File: src/rtl/path_streamer.sv
// path_streamer: snapshots the maze solver's visited-cell bitmap when the
// solver reports done. It then scans the snapshot in row-major order and
// streams the (x,y) coordinates of every visited cell over a valid/ready
// interface. finished is raised once the whole bitmap has been scanned.
//
// Optional feature macro: PATH_LEN_EN
//   When it is defined, the block adds output path_len. This counter holds
//   the number of cells accepted by the consumer since the last capture.
//
// Handshake (out_valid/out_ready):
//   - A cell transfers on a rising clk edge where out_valid && out_ready.
//   - Once out_valid is raised, out_valid/out_x/out_y stay stable until that
//     transfer happens.
//   - out_ready sampled while out_valid is low has no effect.
//   - rst drops any pending cell without a transfer.
//
// dbg_state exposes the FSM encoding: IDLE=0, SCAN=1, EMIT=2, DONE=3.
module path_streamer #(
    parameter int SIZE = 9,
    parameter int N    = 4
) (
    input  logic            clk,
    input  logic            rst,
    input  logic            start,
    input  logic [SIZE-1:0] path [SIZE],
    output logic            out_valid,
    input  logic            out_ready,
    output logic [N-1:0]    out_x,
    output logic [N-1:0]    out_y,
    output logic            busy,
    output logic            finished,
`ifdef PATH_LEN_EN
    output logic [2*N:0]    path_len,
`endif
    output logic [1:0]      dbg_state
);

    // The coordinate counters must be able to hold SIZE-1.
    generate
        if (SIZE - 1 >= (1 << N)) begin : g_bad_params
            $error("path_streamer: SIZE-1 does not fit in N coordinate bits");
        end
    endgenerate

    typedef enum logic [1:0] {
        IDLE = 2'd0,
        SCAN = 2'd1,
        EMIT = 2'd2,
        DONE = 2'd3
    } state_t;

    localparam logic [N-1:0] LAST = N'(SIZE - 1);

    state_t          r_state;
    logic [N-1:0]    r_cx;
    logic [N-1:0]    r_cy;
    logic            r_valid;
    logic [N-1:0]    r_x;
    logic [N-1:0]    r_y;
    logic            r_busy;
    logic            r_finished;
    logic [SIZE-1:0] r_snap [SIZE];

    state_t          w_state_n;
    logic [N-1:0]    w_cx_n;
    logic [N-1:0]    w_cy_n;
    logic            w_valid_n;
    logic [N-1:0]    w_x_n;
    logic [N-1:0]    w_y_n;
    logic            w_capture;
    logic            w_accept;
    logic            w_last;
    logic [N-1:0]    w_cx_adv;
    logic [N-1:0]    w_cy_adv;

    // Row-major step to the next cell. The counters stop at the last cell;
    // they are never advanced past it.
    assign w_last   = (r_cx == LAST) && (r_cy == LAST);
    assign w_cx_adv = (r_cx == LAST) ? '0 : r_cx + N'(1);
    assign w_cy_adv = (r_cx == LAST) ? r_cy + N'(1) : r_cy;

    // Next-state and next-output logic. Defaults hold every register.
    always_comb begin
        w_state_n = r_state;
        w_cx_n    = r_cx;
        w_cy_n    = r_cy;
        w_valid_n = r_valid;
        w_x_n     = r_x;
        w_y_n     = r_y;
        w_capture = 1'b0;
        w_accept  = 1'b0;
        case (r_state)
            IDLE: begin
                if (start) begin
                    w_capture = 1'b1;
                    w_cx_n    = '0;
                    w_cy_n    = '0;
                    w_state_n = SCAN;
                end
            end
            SCAN: begin
                if (r_snap[r_cy][r_cx]) begin
                    // Present this cell. The counters stay on it until it
                    // has been accepted.
                    w_x_n     = r_cx;
                    w_y_n     = r_cy;
                    w_valid_n = 1'b1;
                    w_state_n = EMIT;
                end else if (w_last) begin
                    w_state_n = DONE;
                end else begin
                    w_cx_n = w_cx_adv;
                    w_cy_n = w_cy_adv;
                end
            end
            EMIT: begin
                if (out_ready) begin
                    w_accept  = 1'b1;
                    w_valid_n = 1'b0;
                    if (w_last) begin
                        w_state_n = DONE;
                    end else begin
                        w_cx_n    = w_cx_adv;
                        w_cy_n    = w_cy_adv;
                        w_state_n = SCAN;
                    end
                end
            end
            DONE: begin
                // Wait for the solver to drop done before re-arming, so a
                // level-high start does not retrigger a scan.
                if (!start) begin
                    w_state_n = IDLE;
                end
            end
            default: begin
                w_state_n = IDLE;
            end
        endcase
    end

    // State, counters, output registers and snapshot. rst overrides everything.
    always_ff @(posedge clk) begin
        if (rst) begin
            r_state    <= IDLE;
            r_cx       <= '0;
            r_cy       <= '0;
            r_valid    <= 1'b0;
            r_x        <= '0;
            r_y        <= '0;
            r_busy     <= 1'b0;
            r_finished <= 1'b0;
            r_snap     <= '{default: '0};
        end else begin
            r_state    <= w_state_n;
            r_cx       <= w_cx_n;
            r_cy       <= w_cy_n;
            r_valid    <= w_valid_n;
            r_x        <= w_x_n;
            r_y        <= w_y_n;
            r_busy     <= (w_state_n == SCAN) || (w_state_n == EMIT);
            r_finished <= (w_state_n == DONE);
            if (w_capture) begin
                r_snap <= path;
            end
        end
    end

`ifdef PATH_LEN_EN
    logic [2*N:0] r_path_len;

    // Count accepted transfers since the last capture.
    always_ff @(posedge clk) begin
        if (rst || w_capture) begin
            r_path_len <= '0;
        end else if (w_accept) begin
            r_path_len <= r_path_len + (2*N+1)'(1);
        end
    end

    assign path_len = r_path_len;
`endif

    assign out_valid = r_valid;
    assign out_x     = r_x;
    assign out_y     = r_y;
    assign busy      = r_busy;
    assign finished  = r_finished;
    assign dbg_state = r_state;

endmodule

File: config.mk
export PLATFORM = sky130hd
export DESIGN_NAME = path_streamer
export DESIGN_NICKNAME = d
export VERILOG_FILES = /design/src/rtl/path_streamer.sv
export SDC_FILE = /design/constraint.sdc
export NUM_CORES = 1
export LEC_CHECK = 0
export CAP_MARGIN = 25
export CORE_ASPECT_RATIO = 1.4
export CORE_UTILIZATION = 44
export DETAILED_ROUTE_END_ITERATION = 10
export PLACE_DENSITY = 0.75
export SYNTH_ARGS = -nofsm -noshare
export SYNTH_HDL_FRONTEND = slang
export SYNTH_SLANG_ARGS = --single-unit
File: constraint.sdc
create_clock -name clk -period 7.36 [get_ports clk]
set_input_delay 1.472 -clock clk [delete_from_list [all_inputs] [get_ports clk]]
set_output_delay 1.472 -clock clk [all_outputs]
set_load 0.005 [all_outputs]
==> results.sh, run 1 <==
export IMPL_cts_tree="built"
export IMPL_dp_hpwl_um=8464
export IMPL_holdBufCountCts=0
export IMPL_drt_iter0_drc=213
export IMPL_synthCells=567
export IMPL_power_frac_seq=0.404
export IMPL_area_growth_pct=27.40
export IMPL_report_power_total_mw=1.794
export IMPL_fmax_mhz=309.3
export IMPL_dp_cells=765
export IMPL_die_area_sq_um=11190
export IMPL_yosysWarnings=0
export IMPL_cts_buffers=9
export IMPL_drt_wl_total_um=11830
export IMPL_worst_pin_slew_ns=1.033
export IMPL_grt_pass1_vias=4107
export IMPL_insertion_delay_ns=0.35
export IMPL_synthesis_nets=662
export IMPL_clock_root_buffer="clkbuf_16"
export IMPL_final_nets=733
export IMPL_ctsLongestPathBuffers=2
export IMPL_placed_cell_area_sq_um=5710
export IMPL_synth_edf_count=0
export IMPL_yosysSeqAreaShare=0.4313
export IMPL_synth_top_area_cell="dfxtp_1"
export IMPL_peakVddDrop_mv=0.2465
export IMPL_clk_pin_slew_ns=0.07
export IMPL_final_hold_viol_count=0
export IMPL_drc_errors=0
export IMPL_rsz0062_at_grt="false"
export IMPL_cp_end_kind="register"
export IMPL_htreeDepth=3
export IMPL_dieHeight_um=124.7
export IMPL_synthTopCellsByCount="179 x nand2_1, 102 x dfxtp_1, 92 x a21oi_1"
export IMPL_clock_skew_ns=0.008324
export IMPL_final_area_sq_um=6032
export IMPL_leakagePower_nw=2.226
export IMPL_wl_per_cell_um=15.14
export IMPL_diodes=0
export IMPL_ys_async_sr_fraction=0
export IMPL_setup_tns_ns=0
export IMPL_synth_most_common_cell="nand2_1"
export IMPL_clockPowerShare=0.282
export IMPL_cts_setup_buffers=0
export IMPL_min_period_ns=3.233
export IMPL_drv_cap=0
export IMPL_start_util=0.4550
export IMPL_vias=4158
export IMPL_routed_via_density=5.324
export IMPL_status="complete, no violations"
export IMPL_ys_top_cells_by_area="dfxtp_1 43%, nand2_1 14%, a21oi_1 9.7%"
export IMPL_synth_avg_cell_area_sq_um=8.350
export IMPL_grt_pass1_wl_um=19570
export IMPL_slew_violations=0
export IMPL_p_sw_frac=0.3379
export IMPL_fin_crit_sh=0.4392
export IMPL_hold_path_startpoint="r_snap[5]$_SDFFE_PP0P_"
export IMPL_power_switching_mw=0.6063
export IMPL_port_buffer_count=97
export IMPL_required_ns=7.55
export IMPL_relSlewSlack=0.3111
export IMPL_synth_ff_latch_count=102
export IMPL_critPathArrivalTime_ns=3.43
export IMPL_setup_viol=0
export IMPL_ios=98
export IMPL_antenna_found_initial=0
export IMPL_power_frac_comb=0.314
export IMPL_power_per_cell_area_nw_per_um2=297.5
export IMPL_power_internal_mw=1.188
export IMPL_ys_types=55
export IMPL_overflow=0
export IMPL_synth_top_area_share=0.4313
export IMPL_row_count=44
export IMPL_cts_resized=0
export IMPL_stdcell_count=781
export IMPL_clock_sinks=102
export IMPL_ys_flop_type="dfxtp_1"
export IMPL_critPathLaunch="r_cy[0]$_SDFFE_PP0P_"
export IMPL_grt_use_total=0.2271
export IMPL_ant_nets=0
export IMPL_die_width_um=89.67
export IMPL_min_path_type="reg -> reg"
export IMPL_critPathMaxFanout=32
export IMPL_worstReg2RegStart="r_cy[0]$_SDFFE_PP0P_"
export IMPL_grt_max_degree=104
export IMPL_drive_gt1_frac=0.07154
export IMPL_drtPass1Iterations=5
export IMPL_gp_congestion=0.8890
export IMPL_syn_area_sq_um=4735
export IMPL_start_kind="register"
export IMPL_crit_type="reg -> reg"
export IMPL_core_sq_um=10410
## cells in the final DEF (no fill, tap or decap), drive strengths merged, types with 9 or more instances in the layout
master         count
a21oi             93
nor2              12
ha                10
mux4              12
mux2i             25
clkbuf             9
inv               19
dfxtp            102
nand2            180
clkdlybuf4s50     96
## routing by layer
layer / track usage / part of all wire / vias up
met5: 0 / 0 / -
met4: 0.1373 / 0.038 / 0
met3: 0.03313 / 0.033 / 30
met1: 0.2694 / 0.40 / 1958
li1: - / - / 2064
met2: 0.3757 / 0.52 / 106
## final timing paths
kind | to | slack [ns] | cells after the start
max | busy$_SDFF_PP0_ | 4.13 | 9
min | r_snap[5]$_SDFFE_PP0P_ | 0.46 | 2
max reg2reg | busy$_SDFF_PP0_ | 4.13 | 9
min reg2reg | r_snap[5]$_SDFFE_PP0P_ | 0.46 | 2
## state kept, by name, summed over array words and instances, names as in the netlist
name       count
finished       1
out_y          4
r_cy           4
r_snap        81
out_valid      1
out_x          4
r_cx           4
dbg_state      2
busy           1
## cell families after synthesis
logic type | after synthesis | share of synthesized area
compound gates | 130 | 0.1636
buf+inv | 57 | 0.05364
mux | 40 | 0.1179
flops | 102 | 0.4313
fa+ha+maj | 10 | 0.02643
simple gates | 228 | 0.2072
## critical path, stage by stage, from the launching register on
cell and delay, ns:
dfxtp_2 0.93, mux4_2 0.60, mux2_2 0.29, a22oi_2 0.18
and3b_4 0.24, a211oi_4 0.07, nand2_4 0.19, a31oi_1 0.13
ha_1 0.30, nor2b_1 0.13
## power groups by stage
stage / registers, mW / clock network [mW] / logic [mW]
global route: 0.736 / 0.538 / 0.635
finish: 0.725 / 0.505 / 0.564
global placement: 0.732 / 0 / 0.548
detailed placement: 0.738 / 0 / 0.563
CTS: 0.725 / 0.516 / 0.569
floorplan: 0.701 / 0 / 0.417
## stage by stage
stage               hold slack (ns)  setup WS [ns]  utilization
floorplan                    0.4331          4.793            -
finish                       0.4562          4.127       0.5797
CTS                          0.4594          4.082       0.5797
global placement             0.4425          4.056       0.5488
detailed placement           0.4506          3.997       0.5488
global route                 0.4735          3.853       0.5797
## layout make-up
cell class | count | area, sq um
fill | 922 | 4373
multi-input combinational | 408 | 2442
sequential | 102 | 2043
timing repair buffer | 100 | 988.4
clock buffer | 9 | 225.2
tap | 138 | 172.7
clock inverter | 7 | 96.34
inverter | 17 | 63.81
(Power assumes the default switching activity.)
==> run 2: changes to the inputs <==
PLACE_DENSITY = 0.78   (was 0.75)
clock period = 2.9 ns   (was 7.36 ns; I/O delays follow)
==> results.sh, run 2 (synthesis gave the netlist of run 1 again) <==
export IMPL_dpl_worst_slack_ns=0.09332
export IMPL_status="complete, no violations"
export IMPL_vias=4201
export IMPL_die_width_um=89.67
export IMPL_start_util=0.4550
export IMPL_cts_tree="built"
export IMPL_wl_per_cell_um=15.21
export IMPL_min_period_ns=2.643
export IMPL_top_register="r_snap"
export IMPL_crit_type="reg -> reg"
export IMPL_grt_use_total=0.2316
export IMPL_ios=98
export IMPL_rsz0062_at_grt="false"
export IMPL_fmax_mhz=378.4
export IMPL_hold_path_startpoint="r_snap[17]$_SDFFE_PP0P_"
export IMPL_setup_tns_ns=0
export IMPL_regArea_sq_um=2048
export IMPL_routed_via_density=5.318
export IMPL_area_growth_pct=29.89
export IMPL_whs_ns=0.4548
export IMPL_cp_end_kind="register"
export IMPL_row_count=44
export IMPL_core_sq_um=10410
export IMPL_dieHeight_um=124.7
export IMPL_critPathArrivalTime_ns=2.87
export IMPL_multi_input_area_sq_um=2442
export IMPL_start_kind="register"
export IMPL_clock_sinks=102
export IMPL_worstReg2RegStart="r_cy[0]$_SDFFE_PP0P_"
export IMPL_grt_pass1_wl_um=19930
export IMPL_worst_pin_slew_ns=0.5750
export IMPL_hold_depth=2
export IMPL_grt_pass1_vias=4259
export IMPL_required_ns=3.12
export IMPL_rr_endpoint="busy$_SDFF_PP0_"
export IMPL_drt_wl_total_um=12020
export IMPL_cts_buffers=9
export IMPL_dp_hpwl_um=8936
export IMPL_peakVddDrop_mv=0.3525
export IMPL_insertion_delay_ns=0.35
export IMPL_placed_cell_area_sq_um=5816
export IMPL_die_area_sq_um=11190
export IMPL_ctsLongestPathBuffers=2
export IMPL_relSlewSlack=0.6153
export IMPL_grt_max_degree=103
export IMPL_critPathMaxFanout=11
export IMPL_hold_end="r_snap[17]$_SDFFE_PP0P_"
export IMPL_nFillCells=905
export IMPL_clock_root_buffer="clkbuf_16"
export IMPL_final_nets=742
export IMPL_setup_viol=0
export IMPL_drt_iter0_drc=232
export IMPL_critPathLaunch="r_cy[0]$_SDFFE_PP0P_"
export IMPL_ant_nets=0
export IMPL_rrSetupSlack_ns=0.26
export IMPL_clk_pin_slew_ns=0.07
export IMPL_drtPass1Iterations=4
export IMPL_layout_common_cells="178 x nand2_1, 99 x dfxtp_1, 96 x clkdlybuf4s50_1"
export IMPL_overflow=0
export IMPL_fin_crit_sh=0.9113
export IMPL_leakagePower_nw=2.283
export IMPL_final_area_sq_um=6150
export IMPL_setup_ws_ns=0.2573
export IMPL_htreeDepth=3
export IMPL_clock_skew_ns=0.006673
export IMPL_drc_errors=0
export IMPL_largest_register_ffs=81
export IMPL_port_buffer_count=97
export IMPL_min_path_type="reg -> reg"
export IMPL_cts_setup_buffers=0
export IMPL_power_per_cell_area_nw_per_um2=757.2
export IMPL_final_hold_viol_count=0
export IMPL_gp_congestion=0.8845
export IMPL_diodes=0
export IMPL_ff2ff_path_depth=9
export IMPL_slew_violations=0
export IMPL_drive_gt1_frac=0.08742
export IMPL_antenna_found_initial=0
export IMPL_layout_commonest_cell="nand2_1"
export IMPL_drv_cap=0
==> run 2: worst max-delay path by stage <==
stage / endpoint / cells after the start
after global placement: busy$_SDFF_PP0_ / 9
after floorplan: busy$_SDFF_PP0_ / 11
after global routing: out_y[0]$_SDFFE_PP0P_ / 9
final: busy$_SDFF_PP0_ / 9
after CTS: busy$_SDFF_PP0_ / 9
after detailed placement: busy$_SDFF_PP0_ / 9
==> run 2: cell type report <==
class / count / share of cell area
clock buffers: 9 / 0.03662
well taps: 138 / 0.02808
flip-flops and latches: 102 / 0.3331
inverters: 17 / 0.01038
clock inverters: 7 / 0.01689
multi-input cells: 408 / 0.3972
repair buffers: 109 / 0.1778
==> run 2: timing repair <==
action | CTS | global route
setup endpoints to repair | 0 | 18
hold buffers | 0 | 0
endpoints found under the hold margin | 0 | 0
gates resized for setup | 0 | 3
==> run 2: worst max-delay path: stages, from the launching register on <==
cell and delay [ns]:
dfxtp_4 0.47, mux4_2 0.54, mux2_2 0.29, a22oi_2 0.20, and3b_4 0.24, a21o_1 0.11
o221a_1 0.18, o32a_1 0.14, ha_1 0.23, nor2b_1 0.12
==> run 2: per-stage QoR <==
stage	utilization	instances	total power, mW
after floorplan	-	567	2.838
after global placement	0.5589	774	3.318
after detailed placement	0.5589	774	3.370
after CTS	0.5905	790	4.681
after global routing	0.5910	790	4.933
final	0.5910	790	4.657
==> run 2: layer usage <==
| layer | track usage | up-vias | routed length (um) |
|---|---|---|---|
| met5 | 0 | - | 0 |
| met4 | 0.1382 | 0 | 508 |
| met3 | 0.03181 | 39 | 318 |
| met2 | 0.4006 | 104 | 6365 |
| met1 | 0.2601 | 1978 | 4826 |
| li1 | - | 2080 | - |
==> run 2: power breakdown <==
part / internal, mW / switching [mW] / total (mW)
Combinational: 0.653 / 0.867 / 1.52
Clock: 0.768 / 0.550 / 1.32
Sequential: 1.65 / 0.168 / 1.82
==> run 3: changes to the inputs <==
CORE_UTILIZATION = 46   (was 44)
PLACE_DENSITY = 0.81   (was 0.78)
==> results.sh, run 3 (synthesis gave the netlist of run 1 again) <==
export IMPL_status="complete, no violations"
export IMPL_slew_violations=0
export IMPL_crit_type="reg -> reg"
export IMPL_setup_tns_ns=0
export IMPL_leakagePower_nw=2.276
export IMPL_critical_path_slowest_cell="dfxtp_1"
export IMPL_grt_use_total=0.2437
export IMPL_rrSetupSlack_ns=0.19
export IMPL_clock_sinks=102
export IMPL_fmax_mhz=369.0
export IMPL_wl_per_cell_um=15.47
export IMPL_min_path_type="reg -> reg"
export IMPL_overflow=0
export IMPL_clock_root_buffer="clkbuf_16"
export IMPL_area_growth_pct=28.81
export IMPL_rsz0062_at_grt="false"
export IMPL_insertion_delay_ns=0.34
export IMPL_top_register="r_snap"
export IMPL_layout_commonest_cell="nand2_1"
export IMPL_grt_max_degree=82
export IMPL_min_period_ns=2.710
export IMPL_htreeDepth=3
export IMPL_layout_common_cells="178 x nand2_1, 101 x dfxtp_1, 96 x clkdlybuf4s50_1"
export IMPL_drive_gt1_frac=0.08576
export IMPL_stdcell_count=788
export IMPL_required_ns=3.12
export IMPL_regArea_sq_um=2043
export IMPL_final_nets=744
export IMPL_grt_pass1_wl_um=19750
export IMPL_cpPeakStageDelay_ns=0.54
export IMPL_die_area_sq_um=10710
export IMPL_die_width_um=87.74
export IMPL_path_cells="buf_4 > buf_4 > nor2_1 > a22oi_1 > nand3_1 > and3_1 > and4b_1 > o221a_1 > o32a_1 > ha_1 > nor2b_1"
export IMPL_antenna_found_initial=0
export IMPL_largest_register_ffs=81
export IMPL_clock_skew_ns=0.003604
export IMPL_peakVddDrop_mv=0.3546
export IMPL_core_sq_um=9953
export IMPL_final_util=0.6127
export IMPL_report_power_total_mw=4.539
export IMPL_cp_end_kind="register"
export IMPL_cts_buffers=9
export IMPL_clk_pin_slew_ns=0.07
export IMPL_ctsLongestPathBuffers=2
export IMPL_drtPass1Iterations=4
export IMPL_dp_cells=773
export IMPL_start_kind="register"
export IMPL_grt_pass1_vias=4162
export IMPL_critPathArrivalTime_ns=2.93
export IMPL_cts_resized=0
export IMPL_power_per_cell_area_nw_per_um2=744.4
export IMPL_diodes=0
export IMPL_critPathMaxFanout=8
export IMPL_multi_input_area_sq_um=2442
export IMPL_drv_cap=0
export IMPL_nFillCells=828
export IMPL_holdBufCountCts=0
export IMPL_final_hold_viol_count=0
export IMPL_row_count=43
export IMPL_hold_path_startpoint="r_snap[28]$_SDFFE_PP0P_"
export IMPL_setup_viol=0
export IMPL_drt_wl_total_um=12190
export IMPL_gp_congestion=0.9213
export IMPL_port_buffer_count=97
export IMPL_vias=4251
export IMPL_critPathLaunch="r_cy[1]$_SDFFE_PP0P_"
export IMPL_ant_nets=0
export IMPL_routed_via_density=5.395
export IMPL_worst_pin_slew_ns=0.6344
export IMPL_cts_tree="built"
export IMPL_cp_common_cell="buf_4"
export IMPL_drc_errors=0
export IMPL_drt_iter0_drc=228
export IMPL_worstReg2RegStart="r_cy[1]$_SDFFE_PP0P_"
export IMPL_cts_setup_buffers=0
export IMPL_fin_crit_sh=0.9344
export IMPL_start_util=0.4757
export IMPL_dieHeight_um=122.0
export IMPL_dp_hpwl_um=9238
export IMPL_ios=98
export IMPL_relSlewSlack=0.5762
## run 3: changes by cell type in the layout (fill, tap and decap cells not counted), sizes merged
cell / before / now
buf: 13 / 15
bufinv: 2 / 1
clkbuf: 9 / 10
clkinv: 0 / 2
clkinvlp: 2 / 0
inv: 20 / 19
## run 3: metrics by stage
stage | area (sq um) | setup slack (ns) | hold WS [ns]
after floorplan | 4735 | 0.3333 | 0.4331
after global placement | 5802 | 0.2341 | 0.4433
after detailed placement | 5802 | 0.1981 | 0.4496
after CTS | 6098 | 0.1782 | 0.4581
after global routing | 6098 | 0.009091 | 0.4723
final | 6098 | 0.1903 | 0.4582
## run 3: final timing paths
kind,end,depth (start not counted)
worst min-delay path,r_snap[28]$_SDFFE_PP0P_,2
worst max register to register,busy$_SDFF_PP0_,11
worst max-delay path,busy$_SDFF_PP0_,11
worst min register to register,r_snap[28]$_SDFFE_PP0P_,2
## run 3: area by class of cell
class                      count  share of cell area
inverter                      17             0.01046
clock inverter                 5            0.009438
sequential                   102              0.3350
timing repair buffer         111              0.1777
clock buffer                  10             0.03919
tap                          135             0.02770
multi-input combinational    408              0.4005
## run 3: routing by layer
layer	vias up	wire, um	track usage	part of all wire
met2	116	6673	0.4438	0.55
met5	-	0	0	0
met4	0	519	0.1352	0.043
li1	2092	-	-	-
met1	2005	4605	0.2617	0.38
met3	38	390	0.03997	0.032
## run 3: critical path, delay by kind of cell, from the launching register on
family / cells / cell delay, ns
adders and majority gates: 1 / 0.27
AOI/OAI and AO/OA: 3 / 0.67
buffers and inverters: 2 / 0.41
DFF: 1 / 0.54
and+or+nand+nor: 5 / 0.70
## run 3: power by group
group          total, mW  switching [mW]  internal [mW]  leakage, nW
logic               1.51           0.868          0.641         1.29
clock network       1.20           0.512          0.690        0.149
registers           1.83           0.176           1.65        0.835
